File: src/rtl/pipeline_hazard_ctrl.sv
// Stall/flush sequencer around the ID/EX register: load-use stalls, multi-cycle
// EX holds, branch flushes and a saturating stall-cycle counter.
module pipeline_hazard_ctrl #(
    parameter int unsigned MUL_LAT = 4,
    parameter int unsigned CNT_W   = 32
) (
    input  logic             clk_i,
    input  logic             rst_i,
    input  logic             IDEX_MemRead_i,
    input  logic [4:0]       IDEX_Rd_i,
    input  logic [4:0]       IFID_Rs1_i,
    input  logic [4:0]       IFID_Rs2_i,
    input  logic             IFID_UseRs2_i,
    input  logic             IDEX_Mul_i,
    input  logic             Branch_taken_i,
    output logic             PC_write_o,
    output logic             IFID_write_o,
    output logic             IFID_flush_o,
    output logic             IDEX_bubble_o,
    output logic             IDEX_hold_o,
    output logic             EXMEM_bubble_o,
    output logic             Mul_done_o,
    output logic [CNT_W-1:0] stall_cnt_o
);

    localparam int unsigned MCNT_W = (MUL_LAT > 2) ? $clog2(MUL_LAT) : 1;
    localparam logic [MCNT_W-1:0] MCNT_INIT = MCNT_W'(MUL_LAT - 2);

    typedef enum logic [0:0] {StRun, StMulWait} state_e;

    state_e            state_q, state_d;
    logic [MCNT_W-1:0] mcnt_q, mcnt_d;
    logic              live_q;
    logic [CNT_W-1:0]  stall_cnt_q, stall_cnt_d;
    logic              load_use;

    assign load_use = IDEX_MemRead_i && (IDEX_Rd_i != 5'd0) &&
                      ((IDEX_Rd_i == IFID_Rs1_i) ||
                       (IFID_UseRs2_i && (IDEX_Rd_i == IFID_Rs2_i)));

    always_ff @(posedge clk_i or negedge rst_i) begin
        if (!rst_i) begin
            state_q     <= StRun;
            mcnt_q      <= '0;
            live_q      <= 1'b0;
            stall_cnt_q <= '0;
        end else begin
            state_q     <= state_d;
            mcnt_q      <= mcnt_d;
            live_q      <= 1'b1;
            stall_cnt_q <= stall_cnt_d;
        end
    end

    // Transitions only once live; the cycle after reset release is still inert.
    always_comb begin
        state_d = state_q;
        mcnt_d  = mcnt_q;
        if (live_q) begin
            unique case (state_q)
                StRun: begin
                    if (IDEX_Mul_i) begin
                        state_d = StMulWait;
                        mcnt_d  = MCNT_INIT;
                    end
                end
                StMulWait: begin
                    if (mcnt_q == '0) begin
                        state_d = StRun;
                    end else begin
                        mcnt_d = mcnt_q - MCNT_W'(1);
                    end
                end
                default: state_d = StRun;
            endcase
        end
    end

    // Priority inside RUN: MUL > load-use > branch flush.
    always_comb begin
        PC_write_o     = 1'b1;
        IFID_write_o   = 1'b1;
        IFID_flush_o   = 1'b0;
        IDEX_bubble_o  = 1'b0;
        IDEX_hold_o    = 1'b0;
        EXMEM_bubble_o = 1'b0;
        Mul_done_o     = 1'b0;
        if (!live_q) begin
            PC_write_o    = 1'b0;
            IFID_write_o  = 1'b0;
            IDEX_bubble_o = 1'b1;
        end else begin
            unique case (state_q)
                StRun: begin
                    if (IDEX_Mul_i) begin
                        PC_write_o     = 1'b0;
                        IFID_write_o   = 1'b0;
                        IDEX_hold_o    = 1'b1;
                        EXMEM_bubble_o = 1'b1;
                    end else if (load_use) begin
                        PC_write_o    = 1'b0;
                        IFID_write_o  = 1'b0;
                        IDEX_bubble_o = 1'b1;
                    end else begin
                        IFID_flush_o = Branch_taken_i;
                    end
                end
                StMulWait: begin
                    PC_write_o   = 1'b0;
                    IFID_write_o = 1'b0;
                    if (mcnt_q == '0) begin
                        Mul_done_o = 1'b1;
                    end else begin
                        IDEX_hold_o    = 1'b1;
                        EXMEM_bubble_o = 1'b1;
                    end
                end
                default: begin
                    PC_write_o   = 1'b0;
                    IFID_write_o = 1'b0;
                end
            endcase
        end
    end

    always_comb begin
        stall_cnt_d = stall_cnt_q;
        if (live_q && !PC_write_o && (stall_cnt_q != {CNT_W{1'b1}})) begin
            stall_cnt_d = stall_cnt_q + CNT_W'(1);
        end
    end

    assign stall_cnt_o = stall_cnt_q;

endmodule

File: config.mk
export PLATFORM = sky130hd
export DESIGN_NAME = pipeline_hazard_ctrl
export DESIGN_NICKNAME = d
export VERILOG_FILES = /design/src/rtl/pipeline_hazard_ctrl.sv
export SDC_FILE = /design/constraint.sdc
export NUM_CORES = 1
export LEC_CHECK = 0
export BUFFER_PORTS_ARGS = -buffer_cell sky130_fd_sc_hd__buf_2
export CAP_MARGIN = 15
export CORE_MARGIN = 3
export CORE_UTILIZATION = 40
export CTS_CLUSTER_SIZE = 30
export DETAILED_ROUTE_END_ITERATION = 16
export HOLD_SLACK_MARGIN = 0.05
export PLACE_DENSITY = 0.67
export SETUP_SLACK_MARGIN = 0.05
export SYNTH_ARGS = -nofsm -noshare
export SYNTH_HDL_FRONTEND = slang
export SYNTH_SLANG_ARGS = --single-unit
File: constraint.sdc
create_clock -name clk_i -period 1.9 [get_ports clk_i]
set_input_delay 0.095 -clock clk_i [delete_from_list [all_inputs] [get_ports clk_i]]
set_output_delay 0.095 -clock clk_i [all_outputs]
set_load 0.05 [all_outputs]
==> results.ini <==
[synth]
synth-simple-area-share_pct = 26.20
synth.avg_cell_area_um2 = 10.75
yosysSeqAreaShare_pct = 44.80
synth_fp_nets = 210
synth_largest_area_cell = dfrtp_1
synth-compound-area-share_pct = 4.978
synthesis.instances = 187
synth_edf_count = 0
synth-xor-area-share_pct = 17.86
synthDistinctLibCells = 37
syn_area_um2 = 2011
synth_top_area_share_pct = 44.80
synth_mux_area_share_pct = 0.5600
synthAdderAreaFrac_pct = 1.245
ys_seq_elements = 36
synthTopCellsByArea = dfrtp_1, xnor2_1, nand4_1
synth_top_family_by_area = simple AND/OR/NAND/NOR gates
ys_warn_count = 0
async_flop_share_pct = 100.0
synth_ff_type = dfrtp_1

[drt]
first_pass_iters = 4
ant_nets = 0
drt_iter0_markers = 81
drc = 0
wl_per_cell_um = 12.88
vias_per_cell = 4.912
dr_total_vias = 1626
drt_wl_total_um = 4264

[cells_and_area]
final_nets = 286
final_cells = 331
area_growth_pct = 31.74
final_common_cell = buf_2
drive_gt1_share_pct = 54.17
post-route-util_pct = 55.35
num_antenna_cells = 0
fillers = 463
final_cell_mix = buf_2, xnor2_1, dfrtp_2

[sta]
worst_pin_slew_ns = 0.7991
timing.fmax_ghz = 0.5638
fin_crit_sh_pct = 93.36
setup_viol = 0
maxSlewHeadroom_pct = 46.73
finalHoldViolCount = 0
worst_slack_ns = 0.1262
drv_slew = 0
clock_skew_ns = 0.004503
grt_setup_unrepaired = true
timing.final.crit_period_ns = 1.774

[clocking]
h-tree-depth = 2
cts-root-buf = clkbuf_8
numCtsBuffers = 5
clkTransAtPathRegs_ns = 0.07
cts_tree = built
clock_path_buffers = 2
clock-sinks = 36
clock_latency_ns = 0.28

[global_routing]
grt_overflow = 0
grt_usage_pct = 15.23
grt_pass1_wl_um = 7348
grt_max_degree = 37
antenna_found_initial = 0
grt_pass1_vias = 1641

[die]
io_pins = 60
die_height_um = 76.90
die_area_um2 = 5914
fp.dieW_um = 76.90
start_util_pct = 42.01
fp-row-count = 25
core_area_um2 = 4786

[min_path]
hold_class = input pin to flip-flop

[critical_path]
worstSetupEndpointType = flip-flop
worstPathRequired_ns = 2.07
cp-start-kind = flip-flop
worstPathMaxFanout = 4
crit_type = flip-flop to flip-flop
cp_data_arrival_time_ns = 1.94

[power_and_ir_drop]
p_leak_uw = 0.001229
power.density_nw_per_um2 = 867.8
vdd_drop_max_mv = 0.6158

[placed_design]
place_hpwl_um = 3207
io_buffers = 59
dp.cells = 321
post-place-ws_ns = 0.08789
gp_congestion = 0.7447

[status]
status = completed

[job]
drv_cap = 0

==> cell type report <==
| class | instances | area [µm²] | area share (%) |
|---|---|---|---|
| clock buffer | 7 | 76.32 | 2.881 |
| clock inverter | 1 | 5.005 | 0.1889 |
| sequential | 36 | 930.9 | 35.14 |
| inverter | 6 | 22.52 | 0.8503 |
| multi-input combinational | 138 | 1092 | 41.24 |
| timing repair buffer | 76 | 437.9 | 16.53 |
| tap | 67 | 83.83 | 3.165 |
==> path summary, 6_finish.rpt <==
kind / slack [ns] / end / cells past startpoint / from
min reg2reg: 0.47 / stall_cnt_o[12] / 1 / stall_cnt_o[12]
min in group asynchronous: 0.43 / stall_cnt_o[4] / 2 / rst_i
min: 0.24 / mcnt_q[0] / 4 / IDEX_Mul_i
max in group asynchronous: 0.90 / stall_cnt_o[0] / 2 / rst_i
max reg2reg: 0.13 / stall_cnt_o[30] / 7 / stall_cnt_o[10]
max: 0.13 / stall_cnt_o[30] / 7 / stall_cnt_o[10]
==> logic make-up (layout without fill, tap and decap cells) <==
kind of cell,count (synthesis),after routing
AND/OR/NAND/NOR,79,79
buffers and inverters,13,90
AO/OA/AOI/OAI,14,14
adder cells (fa/ha/maj),2,2
multiplexers,1,1
XOR/XNOR,41,41
other,1,1
flip-flops,36,36
==> where the power goes <==
| group | internal (µW) | switching [µW] |
|---|---|---|
| Sequential | 867 | 127 |
| Combinational | 270 | 518 |
| Clock | 257 | 261 |
==> cells in the mapped netlist (all sizes together) (2+ instances only) <==
library cell and instances:
a21oi 2, and2 8, and3 13, and4 5, buf 7, dfrtp 36
ha 2, inv 6, nand2 9, nand3 20, nand4 16, nor2 3
nor3 2, o21ai 2, o22ai 2, xnor2 41
==> metrics by stage <==
step / total power, µW / cell area, µm² / TNS (ns) / hold slack [ns]
finish: 2299 / 2649 / 0 / 0.2421
global route: 2432 / 2649 / 0 / 0.2763
CTS: 2337 / 2630 / 0 / 0.2308
detailed placement: 1804 / 2539 / 0 / 0.2390
global placement: 1795 / 2539 / 0 / 0.2335
floorplan: 1610 / 2096 / -0.6486 / -0.2006
==> sequential cells by signal, summed over array words and instances (netlist names) <==
name         count
mcnt_q           2
live_q           1
stall_cnt_o     32
state_q          1
==> worst max-delay path, stage by stage, from the launching register on <==
cell and delay, ns:
dfrtp_2 0.38, and4_4 0.23, and4_4 0.24, nand4_1 0.13, a211oi_1 0.26, buf_4 0.16, nand4_1 0.11, xnor2_1 0.14
==> routing by layer <==
metal	global-route usage [%]	vias to the layer above	share of wire, %
met1	18.48	759	46
li1	-	817	-
met4	5.435	0	1.1
met3	4.225	7	5.7
met2	25.78	43	47
met5	0	-	0
==> repair_timing <==
item | CTS | global route
setup buffers | 0 | 1
setup endpoints to repair | 0 | 20
hold buffers | 1 | 0
hold endpoints to repair | 36 | 0
gates resized for setup | 0 | 4
(Power assumes the default switching activity.)
